## src/rtl/decode_pipe_if.sv

```systemverilog
// Fetch -> decode -> execute handshake bundle for decode_pipe.
// master: the fetch/execute environment; slave: the decode stage itself.
interface decode_pipe_if #(
    parameter int XLEN    = 32,
    parameter int RA_W    = 5,
    parameter int ALUOP_W = 6
);
    logic               in_valid;
    logic               in_ready;
    logic [XLEN-1:0]    in_pc;
    logic [31:0]        in_insn;
    logic               flush;
    logic               out_valid;
    logic               out_ready;
    logic [XLEN-1:0]    out_pc;
    logic [RA_W-1:0]    out_rs;
    logic [RA_W-1:0]    out_rt;
    logic [RA_W-1:0]    out_dst;
    logic [XLEN-1:0]    out_imm;
    logic [XLEN-1:0]    out_target;
    logic               out_br;
    logic               out_jp;
    logic               out_aluinb;
    logic               out_dmwe;
    logic               out_rwe;
    logic               out_rwd;
    logic [ALUOP_W-1:0] out_aluop;
    logic               out_illegal;

    modport master (
        output in_valid, in_pc, in_insn, flush, out_ready,
        input  in_ready, out_valid, out_pc, out_rs, out_rt, out_dst, out_imm,
               out_target, out_br, out_jp, out_aluinb, out_dmwe, out_rwe,
               out_rwd, out_aluop, out_illegal
    );

    modport slave (
        input  in_valid, in_pc, in_insn, flush, out_ready,
        output in_ready, out_valid, out_pc, out_rs, out_rt, out_dst, out_imm,
               out_target, out_br, out_jp, out_aluinb, out_dmwe, out_rwe,
               out_rwd, out_aluop, out_illegal
    );
endinterface

```

## src/rtl/decode_pipe.sv

```systemverilog
// decode_pipe: registered MIPS decode stage with valid/ready handshake.
// Decodes one instruction per accepted transfer, inserts a single load-use
// bubble and flags illegal encodings with all write enables cleared.
// Optional feature macro: DECODE_MULDIV_EN (MULT/MULTU/DIV/DIVU/MUL/MFHI/MFLO).
module decode_pipe #(
    parameter int XLEN     = 32,
    parameter int RA_W     = 5,
    parameter int ALUOP_W  = 6,
    parameter int LINK_REG = 31
) (
    input logic          clock,
    input logic          reset,
    decode_pipe_if.slave bus
);
    localparam int HI_W = XLEN - 28;

    logic [5:0]         op;
    logic [5:0]         fn;
    logic [RA_W-1:0]    f_rs;
    logic [RA_W-1:0]    f_rt;
    logic [RA_W-1:0]    f_rd;
    logic signed [15:0] imm16;
    logic signed [31:0] lui_w;
    logic [XLEN-1:0]    imm_s;
    logic [XLEN-1:0]    imm_z;
    logic [XLEN-1:0]    imm_lui;
    logic [HI_W-1:0]    pc_hi;
    logic [XLEN-1:0]    tgt;

    assign op      = bus.in_insn[31:26];
    assign fn      = bus.in_insn[5:0];
    assign f_rs    = RA_W'(bus.in_insn[25:21]);
    assign f_rt    = RA_W'(bus.in_insn[20:16]);
    assign f_rd    = RA_W'(bus.in_insn[15:11]);
    assign imm16   = bus.in_insn[15:0];
    assign lui_w   = {bus.in_insn[15:0], 16'h0000};
    assign imm_s   = XLEN'(imm16);
    assign imm_z   = XLEN'(bus.in_insn[15:0]);
    assign imm_lui = XLEN'(lui_w);
    // upper bits of pc+4: only a carry out of bits [27:2] can change them
    assign pc_hi   = bus.in_pc[XLEN-1:28] + HI_W'(&bus.in_pc[27:2]);
    assign tgt     = {pc_hi, bus.in_insn[25:0], 2'b00};

    logic               ill;
    logic               wr;
    logic [RA_W-1:0]    d_rs;
    logic [RA_W-1:0]    d_rt;
    logic [RA_W-1:0]    d_dst;
    logic [XLEN-1:0]    d_imm;
    logic [XLEN-1:0]    d_target;
    logic               d_br;
    logic               d_jp;
    logic               d_aluinb;
    logic               d_dmwe;
    logic               d_rwe;
    logic               d_rwd;
    logic [ALUOP_W-1:0] d_aluop;
    logic               d_uses_rt;

    // Instruction decode of the word presented by fetch.
    always_comb begin
        ill       = 1'b0;
        wr        = 1'b0;
        d_rs      = '0;
        d_rt      = '0;
        d_dst     = '0;
        d_imm     = '0;
        d_target  = '0;
        d_br      = 1'b0;
        d_jp      = 1'b0;
        d_aluinb  = 1'b0;
        d_dmwe    = 1'b0;
        d_rwd     = 1'b0;
        d_uses_rt = 1'b0;
        d_aluop   = ALUOP_W'(op);
        case (op)
            6'h00: begin
                d_aluop = ALUOP_W'(fn);
                d_rs    = f_rs;
                case (fn)
                    6'h00, 6'h02, 6'h03: begin
                        d_rt      = f_rt;
                        d_dst     = f_rd;
                        wr        = 1'b1;
                        d_aluinb  = 1'b1;
                        d_imm     = XLEN'(bus.in_insn[10:6]);
                        d_uses_rt = 1'b1;
                    end
                    6'h04, 6'h06, 6'h07, 6'h20, 6'h21, 6'h22, 6'h23,
                    6'h24, 6'h25, 6'h26, 6'h27, 6'h2a, 6'h2b: begin
                        d_rt      = f_rt;
                        d_dst     = f_rd;
                        wr        = 1'b1;
                        d_uses_rt = 1'b1;
                    end
                    6'h08: d_jp = 1'b1;
                    6'h09: begin
                        d_jp  = 1'b1;
                        d_dst = f_rd;
                        wr    = 1'b1;
                    end
`ifdef DECODE_MULDIV_EN
                    6'h10, 6'h12: begin
                        d_dst = f_rd;
                        wr    = 1'b1;
                    end
                    6'h18, 6'h19, 6'h1a, 6'h1b: d_rt = f_rt;
`endif
                    default: ill = 1'b1;
                endcase
            end
            6'h01: begin
                d_rs  = f_rs;
                d_br  = 1'b1;
                d_imm = imm_s;
                if (bus.in_insn[20:17] != 4'b0000) ill = 1'b1;
            end
            6'h02: begin
                d_jp     = 1'b1;
                d_target = tgt;
            end
            6'h03: begin
                d_jp     = 1'b1;
                d_target = tgt;
                d_dst    = RA_W'(LINK_REG);
                wr       = 1'b1;
            end
            6'h04, 6'h05: begin
                d_rs      = f_rs;
                d_rt      = f_rt;
                d_br      = 1'b1;
                d_imm     = imm_s;
                d_uses_rt = 1'b1;
            end
            6'h06, 6'h07: begin
                d_rs  = f_rs;
                d_br  = 1'b1;
                d_imm = imm_s;
            end
            6'h08, 6'h09, 6'h0a, 6'h0b: begin
                d_rs     = f_rs;
                d_dst    = f_rt;
                wr       = 1'b1;
                d_aluinb = 1'b1;
                d_imm    = imm_s;
            end
            6'h0c, 6'h0d, 6'h0e: begin
                d_rs     = f_rs;
                d_dst    = f_rt;
                wr       = 1'b1;
                d_aluinb = 1'b1;
                d_imm    = imm_z;
            end
            6'h0f: begin
                d_dst    = f_rt;
                wr       = 1'b1;
                d_aluinb = 1'b1;
                d_imm    = imm_lui;
            end
`ifdef DECODE_MULDIV_EN
            6'h1c: begin
                d_rs = f_rs;
                d_rt = f_rt;
                if (fn != 6'h02) ill = 1'b1;
            end
`endif
            6'h20, 6'h21, 6'h23, 6'h24, 6'h25: begin
                d_rs     = f_rs;
                d_dst    = f_rt;
                wr       = 1'b1;
                d_rwd    = 1'b1;
                d_aluinb = 1'b1;
                d_imm    = imm_s;
            end
            6'h28, 6'h29, 6'h2b: begin
                d_rs      = f_rs;
                d_rt      = f_rt;
                d_dmwe    = 1'b1;
                d_aluinb  = 1'b1;
                d_imm     = imm_s;
                d_uses_rt = (op != 6'h29);
            end
            default: ill = 1'b1;
        endcase
        // an illegal word carries no controls at all, only the flag and pc
        if (ill) begin
            wr        = 1'b0;
            d_rs      = '0;
            d_rt      = '0;
            d_dst     = '0;
            d_imm     = '0;
            d_target  = '0;
            d_br      = 1'b0;
            d_jp      = 1'b0;
            d_aluinb  = 1'b0;
            d_dmwe    = 1'b0;
            d_rwd     = 1'b0;
            d_uses_rt = 1'b0;
            d_aluop   = '0;
        end
        d_rwe = wr & (d_dst != '0);
    end

    logic hazard;
    logic accept;

    // Load-use interlock against the load currently held in the output register.
    always_comb begin
        hazard = bus.out_valid & bus.out_rwd & bus.out_rwe & (bus.out_dst != '0) &
                 ((d_rs == bus.out_dst) | (d_uses_rt & (f_rt == bus.out_dst)));
    end

    assign bus.in_ready = !reset & !bus.flush & !hazard & (!bus.out_valid | bus.out_ready);
    assign accept       = bus.in_valid & bus.in_ready;

    // Output register: load on accept, drop valid on flush or on drain without refill.
    always_ff @(posedge clock) begin
        if (reset) begin
            bus.out_valid   <= 1'b0;
            bus.out_pc      <= '0;
            bus.out_rs      <= '0;
            bus.out_rt      <= '0;
            bus.out_dst     <= '0;
            bus.out_imm     <= '0;
            bus.out_target  <= '0;
            bus.out_br      <= 1'b0;
            bus.out_jp      <= 1'b0;
            bus.out_aluinb  <= 1'b0;
            bus.out_dmwe    <= 1'b0;
            bus.out_rwe     <= 1'b0;
            bus.out_rwd     <= 1'b0;
            bus.out_aluop   <= '0;
            bus.out_illegal <= 1'b0;
        end else if (bus.flush) begin
            bus.out_valid <= 1'b0;
        end else if (accept) begin
            bus.out_valid   <= 1'b1;
            bus.out_pc      <= bus.in_pc;
            bus.out_rs      <= d_rs;
            bus.out_rt      <= d_rt;
            bus.out_dst     <= d_dst;
            bus.out_imm     <= d_imm;
            bus.out_target  <= d_target;
            bus.out_br      <= d_br;
            bus.out_jp      <= d_jp;
            bus.out_aluinb  <= d_aluinb;
            bus.out_dmwe    <= d_dmwe;
            bus.out_rwe     <= d_rwe;
            bus.out_rwd     <= d_rwd;
            bus.out_aluop   <= d_aluop;
            bus.out_illegal <= ill;
        end else if (bus.out_valid && bus.out_ready) begin
            bus.out_valid <= 1'b0;
        end
    end
endmodule

```

## src/flat_wrapper.sv

```systemverilog
// flat-port wrapper written by rule: the top's interface ports become plain ports
module decode_pipe_flat 
#(
    parameter int XLEN     = 32,
    parameter int RA_W     = 5,
    parameter int ALUOP_W  = 6,
    parameter int LINK_REG = 31
)
  (clock, reset, bus_in_valid, bus_in_pc, bus_in_insn, bus_flush, bus_out_ready, bus_in_ready, bus_out_valid, bus_out_pc, bus_out_rs, bus_out_rt, bus_out_dst, bus_out_imm, bus_out_target, bus_out_br, bus_out_jp, bus_out_aluinb, bus_out_dmwe, bus_out_rwe, bus_out_rwd, bus_out_aluop, bus_out_illegal);
  decode_pipe_if #(.XLEN(XLEN), .RA_W(RA_W), .ALUOP_W(ALUOP_W)) bus_i ();
  input logic clock;
  input logic reset;
  input wire logic [$bits(bus_i.in_valid)-1:0] bus_in_valid;
  input wire logic [$bits(bus_i.in_pc)-1:0] bus_in_pc;
  input wire logic [$bits(bus_i.in_insn)-1:0] bus_in_insn;
  input wire logic [$bits(bus_i.flush)-1:0] bus_flush;
  input wire logic [$bits(bus_i.out_ready)-1:0] bus_out_ready;
  output wire logic [$bits(bus_i.in_ready)-1:0] bus_in_ready;
  output wire logic [$bits(bus_i.out_valid)-1:0] bus_out_valid;
  output wire logic [$bits(bus_i.out_pc)-1:0] bus_out_pc;
  output wire logic [$bits(bus_i.out_rs)-1:0] bus_out_rs;
  output wire logic [$bits(bus_i.out_rt)-1:0] bus_out_rt;
  output wire logic [$bits(bus_i.out_dst)-1:0] bus_out_dst;
  output wire logic [$bits(bus_i.out_imm)-1:0] bus_out_imm;
  output wire logic [$bits(bus_i.out_target)-1:0] bus_out_target;
  output wire logic [$bits(bus_i.out_br)-1:0] bus_out_br;
  output wire logic [$bits(bus_i.out_jp)-1:0] bus_out_jp;
  output wire logic [$bits(bus_i.out_aluinb)-1:0] bus_out_aluinb;
  output wire logic [$bits(bus_i.out_dmwe)-1:0] bus_out_dmwe;
  output wire logic [$bits(bus_i.out_rwe)-1:0] bus_out_rwe;
  output wire logic [$bits(bus_i.out_rwd)-1:0] bus_out_rwd;
  output wire logic [$bits(bus_i.out_aluop)-1:0] bus_out_aluop;
  output wire logic [$bits(bus_i.out_illegal)-1:0] bus_out_illegal;
  assign bus_i.in_valid = bus_in_valid;
  assign bus_i.in_pc = bus_in_pc;
  assign bus_i.in_insn = bus_in_insn;
  assign bus_i.flush = bus_flush;
  assign bus_i.out_ready = bus_out_ready;
  assign bus_in_ready = bus_i.in_ready;
  assign bus_out_valid = bus_i.out_valid;
  assign bus_out_pc = bus_i.out_pc;
  assign bus_out_rs = bus_i.out_rs;
  assign bus_out_rt = bus_i.out_rt;
  assign bus_out_dst = bus_i.out_dst;
  assign bus_out_imm = bus_i.out_imm;
  assign bus_out_target = bus_i.out_target;
  assign bus_out_br = bus_i.out_br;
  assign bus_out_jp = bus_i.out_jp;
  assign bus_out_aluinb = bus_i.out_aluinb;
  assign bus_out_dmwe = bus_i.out_dmwe;
  assign bus_out_rwe = bus_i.out_rwe;
  assign bus_out_rwd = bus_i.out_rwd;
  assign bus_out_aluop = bus_i.out_aluop;
  assign bus_out_illegal = bus_i.out_illegal;
  decode_pipe #(.XLEN(XLEN), .RA_W(RA_W), .ALUOP_W(ALUOP_W), .LINK_REG(LINK_REG)) u_core (.clock(clock), .reset(reset), .bus(bus_i));
endmodule
```

## config.mk

```make
export PLATFORM = sky130hd
export DESIGN_NAME = decode_pipe_flat
export DESIGN_NICKNAME = d
export VERILOG_FILES = /design/src/rtl/decode_pipe_if.sv /design/src/rtl/decode_pipe.sv /design/src/flat_wrapper.sv
export SDC_FILE = /design/constraint.sdc
export NUM_CORES = 1
export LEC_CHECK = 0
export BUFFER_PORTS_ARGS = -buffer_cell sky130_fd_sc_hd__buf_4
export CAP_MARGIN = 20
export CORE_MARGIN = 2
export CORE_UTILIZATION = 55
export DETAILED_ROUTE_END_ITERATION = 8
export PLACE_DENSITY = 0.86
export SYNTH_ARGS = -nofsm -noshare
export SYNTH_HDL_FRONTEND = slang
export SYNTH_SLANG_ARGS = --single-unit
```

## constraint.sdc

```tcl
create_clock -name clock -period 5.1 [get_ports clock]
set_input_delay 1.275 -clock clock [delete_from_list [all_inputs] [get_ports clock]]
set_output_delay 1.275 -clock clock [all_outputs]
set_load 0.02 [all_outputs]
```

Word-level counts from Yosys, hierarchy flattened:

Index checks and enable logic that the tools add are counted.

* input bits: 69
* word-level logic and storage cells: 142
* bits in registers: 125

* add/sub/neg operators: 1
* bitwise logic cells: 13
* equality and inequality tests: 43
* reductions and logical operators: 32
* muxes and demuxes: 38

Operators with widths (number)
* $pmux W32 S4: 1
* $eq A6 B6 Y1 const B: 18
* $mux W32: 3
* $eq A6 B4 Y1 const B: 10
* $eq A6 B3 Y1 const B: 7
* $mux W5: 7
* $reduce_or A17 Y1: 2
* $reduce_or A16 Y1: 2
* $reduce_and A26 Y1: 1
* $eq A6 B2 Y1 const B: 4
* $reduce_or A22 Y1: 1
* $reduce_or A21 Y1: 1
* $mux W1: 18
* $reduce_or A18 Y1: 1
* $pmux W5 S3: 1
* $reduce_or A5 Y1: 3
* $reduce_or A14 Y1: 1
* $reduce_or A13 Y1: 1
* $logic_not A6 Y1: 2
* $mux W6: 2
* $and A1 B1 Y1: 10
* $eq A5 B5 Y1: 2
* $pmux W5 S2: 1
* $reduce_bool A5 Y1: 2
* 14 further kinds: 26

Logic depth before layout (Yosys ltp):

* word-level depth: 13
* gate-level depth with buffers: 10
* depth with buffers taken out: 8

Worst setup path before layout:

OpenSTA, ideal clock, no wires.

* path type: input to output
* start: input bus_in_insn[5]
* end: output bus_in_ready
* setup slack: 0.755 ns
* path buffers: 1
* stages on the path: 8
* arrival time: 3.070 ns
* cells stage by stage: clkbuf_1 > nor2b_1 > a22o_1 > o21ai_0 > a31oi_1 > o22ai_1 > nand2_1 > a21oi_1

* longest elaborated chain between the ends: 11

RTL lines
* start: declaration: line flat_wrapper.sv:15 `input wire logic [$bits(bus_i.in_insn)-1:0] bus_in_insn;`
* $eq A6 B4 Y1 (tied with other cells): line decode_pipe.sv:80 `case (fn)`
* $reduce_or A18 Y1 (no source line) / $reduce_or A16 Y1 (equally long branches)
* $mux W1: line decode_pipe.sv:80
* $pmux W1 S3: line decode_pipe.sv:76 `case (op)`
* $mux W5 / $mux W1 (equally long branches): line decode_pipe.sv:186 `if (ill) begin`
* $eq A5 B5 Y1 / $and A1 B1 Y1 (equally long branches): line decode_pipe.sv:210 `((d_rs == bus.out_dst) | (d_uses_rt & (f_rt == bus.out_dst)));`
* $or A1 B1 Y1 (*): line decode_pipe.sv:210
* $and A1 B1 Y1 (*): line decode_pipe.sv:209 `hazard = bus.out_valid & bus.out_rwd & bus.out_rwe & (bus.out_dst != '0) &`
* $logic_not A1 Y1 (*): line decode_pipe.sv:213 `assign bus.in_ready = !reset & !bus.flush & !hazard & (!bus.out_valid | bus.out_ready);`
* $and A1 B1 Y1 (*) (2 in series): line decode_pipe.sv:213
* end: declaration: line flat_wrapper.sv:18 `output wire logic [$bits(bus_i.in_ready)-1:0] bus_in_ready;`

Every way passes the cells marked *; elsewhere a longest branch is shown, timed or not.

Worst setup path after layout:

* start: input bus_in_insn[2]
* end: output bus_in_ready

The elaborated chain is that of the path after synthesis.

==> metrics.md <==
| Metric | Value |
|---|---|
| Outcome | complete, no violations |
| Worst skew pair latency | 510 ps |
| Post-CTS Setup Bufs | 0 |
| First-pass GRT wire length | 25,700 um |
| Inst Count DP | 945 |
| Count leader, synth | nand2_1 |
| Largest net degree at the start of global routing | 74 |
| Fin. Hold Viols | 0 |
| RSZ-0062 raised after global routing | no |
| Number of flops mapped to enable cells by yosys | 0 |
| Max_cap viols | 0 |
| GR Overflow Total | 0 |
| Reg clk slew, reported paths | 50 ps |
| Total power draw | 2.49 mW |
| Pleak | 3.72 nW |
| Max-slew violations | 0 |
| FF+latch count, synth | 123 |
| Routed WL | 16,200 um |
| Setup_tns | 0 ps |
| CTS Sinks | 123 |
| Layout cells sized above 1 | 0.341 |
| Die W | 108 um |
| Top_reg_cell synth | dfxtp_1 |
| Initial antenna violation count | 0 |
| Clock Skew | 5.69 ps |
| CP Class | in2out |
| Combinational power share | 0.144 |
| VDD IR max | 0.189 mV |
| Clk network pwr share | 0.448 |
| Hold_buf cts | 0 |
| Post-Place Worst Slack | 421 ps |
| Via density | 5.51 |
| Sw Share | 0.250 |
| Rel. slew slack | 0.348 |
| Routability Congestion | 0.931 |
| Int Pwr | 1.87 mW |
| CTS tree | built |
| Sequential area share after synthesis | 0.416 |
| Synth Instances | 659 |
| Reg power frac | 0.408 |
| Port Buffers | 192 |
| Worst Path Max Fanout | 8 |
| Top-area cell type share of the netlist area | 0.416 |
| Biggest cell delay along the critical path | 610 ps |
| Final #Nets | 899 |
| Largest area contributor in the netlist | dfxtp_1 |
| Post_cts resized | 0 |
| Root buf cell | clkbuf_8 |
| Synth top area cells | dfxtp_1 42%, mux2i_1 11%, mux2_2 9.9%, nand2_1 9.6%, nor2b_1 6.3% |
| Tmin final | 4800 ps |
| Netlist Area Pre-Place | 0.00592 mm^2 |
| Die height | 108 um |
| CP Cell Sequence | buf_4 -> a211oi_1 -> o21ai_0 -> o21ai_0 -> a311oi_1 -> o22ai_1 -> nand2_1 -> a21oi_1 -> buf_4 |
| Ys async rst share | 0 |
| Die area | 0.0116 mm^2 |
| Layout Cells excl Fill | 975 |
| Total CTS buffers | 17 |
| Period utilization | 0.941 |
| Vias | 5,375 |
| Achievable Freq | 208 MHz |
| Final Setup Violations | 0 |
| Req. time, crit path | 3830 ps |
| Htree depth | 4 |
| Diode count | 0 |
| CP max stage cell | o21ai_0 |
| PwrDens | 315 mW/mm^2 |
| Initial Util | 0.571 |
| Post-DR wirelength/cell | 16.6 um |
| Sum of buffers and inverters on the critical path | 2 |
| Warnings, synthesis | 0 |
| Crit start category | input pin |
| I/O pin total | 195 |
| Synth-to-Final Area Change | 33.3% |
| Remaining DRCs | 0 |
| Dpl hpwl | 11,500 um |
| Family with the most delay on the worst path | compound AO/OA/AOI/OAI gates |
| Syn_area_per_cell | 8.99 um^2 |
| Detail Route Antenna Nets | 0 |
| Switching power | 0.623 mW |
| Final WS setup | 302 ps |
| Crit path arrival time | 3520 ps |
| Initial DRC count | 333 |
| Placeable Area | 0.0104 mm^2 |
| Max Root-Sink Buffers | 2 |
| Slew @ Worst Pin | 972 ps |
| Yosys cell types | 52 |
| Vias in the first global route | 5,308 |
| Type of the most critical hold path | reg2reg |
| Gr usage total | 0.279 |
| Rows | 37 |
| TritonRoute pass-1 iters | 5 |
| Synth cell count leaders | 152 x nand2_1, 123 x dfxtp_1, 68 x mux2i_1 |
| Crit. End Element | primary output |
-- kinds of logic after synthesis --
group / Yosys count / share of synthesized area
muxes: 120 / 0.214
DFF: 123 / 0.416
AOI/OAI and AO/OA: 68 / 0.0743
buffers and inverters: 53 / 0.0488
adders and majority gates: 2 / 0.00422
and+or+nand+nor: 282 / 0.228
other: 1 / 0.000633
xor gates and xnor gates: 10 / 0.0148
-- tightest hold or removal path, cell delays in order (launching register included) --
cell and delay (ps):
dfxtp_1 310, nand2_1 50, mux2i_1 60
-- power groups by stage --
stage / registers, mW / logic (mW) / clock network [mW]
floorplan: 1.08 / 0.177 / 0
global placement: 1.03 / 0.346 / 0
detailed placement: 1.04 / 0.354 / 0
CTS: 1.02 / 0.357 / 1.13
global route: 1.02 / 0.380 / 1.17
finish: 1.02 / 0.358 / 1.12
-- flip-flops by register name (all words and copies together), names as in the netlist, 5 cells and up --
signal	cells
u_core.bus.out_imm	32
u_core.bus.out_rs	5
u_core.bus.out_pc	32
u_core.bus.out_aluop	6
u_core.bus.out_dst	5
u_core.bus.out_rt	5
u_core.bus.out_target	30
-- layout by cell type, fill, tap and decap left out, drive strengths merged, types with 4 or more instances in the layout --
cell type and instances:
nor2 15, clkbuf 21, nor3 11, a21oi 31, a22oi 5, buf 197
nand3 9, dfxtp 123, xor2 6, mux2 52, xnor2 4, nand2b 5
clkinv 6, nand2 152, or3 5, nand4 6, mux2i 68, nor2b 60
inv 5, o21ai 10
-- path summary, 6_finish.rpt --
kind	startpoint	endpoint	slack, ps	cells past startpoint
worst max-delay path	bus_in_insn[2]	bus_in_ready	300	9
worst min-delay path	u_core.bus.out_imm[3]	u_core.bus.out_imm[3]	460	2
worst max register to register	u_core.bus.out_dst[1]	u_core.bus.out_pc[16]	2710	7
worst min register to register	u_core.bus.out_imm[3]	u_core.bus.out_imm[3]	460	2
-- layout make-up --
class	instances	area [um^2]
Clock buffer	21	449
Clock inverter	9	97.6
Fill cell	724	2470
Inverter	5	18.8
Multi-Input combinational cell	484	3190
Sequential cell	123	2460
Tap cell	136	170
Timing Repair Buffer	197	1500
-- per-layer routing --
| metal | part of all wire | up-vias | global-route usage |
|---|---|---|---|
| met5 | 0 | - | 0 |
| met4 | 0.030 | 0 | 0.127 |
| met3 | 0.079 | 46 | 0.0720 |
| met2 | 0.49 | 252 | 0.465 |
| met1 | 0.40 | 2488 | 0.337 |
| li1 | - | 2589 | - |
-- stage by stage --
stage	cell area [um^2]	util	hold WS, ps
after floorplan	5930	-	536
after global placement	7340	0.708	445
after detailed placement	7350	0.709	456
after CTS	7900	0.761	464
after global routing	7900	0.761	480
final	7900	0.761	463
No activity file was read; power rests on OpenSTA's default activity.
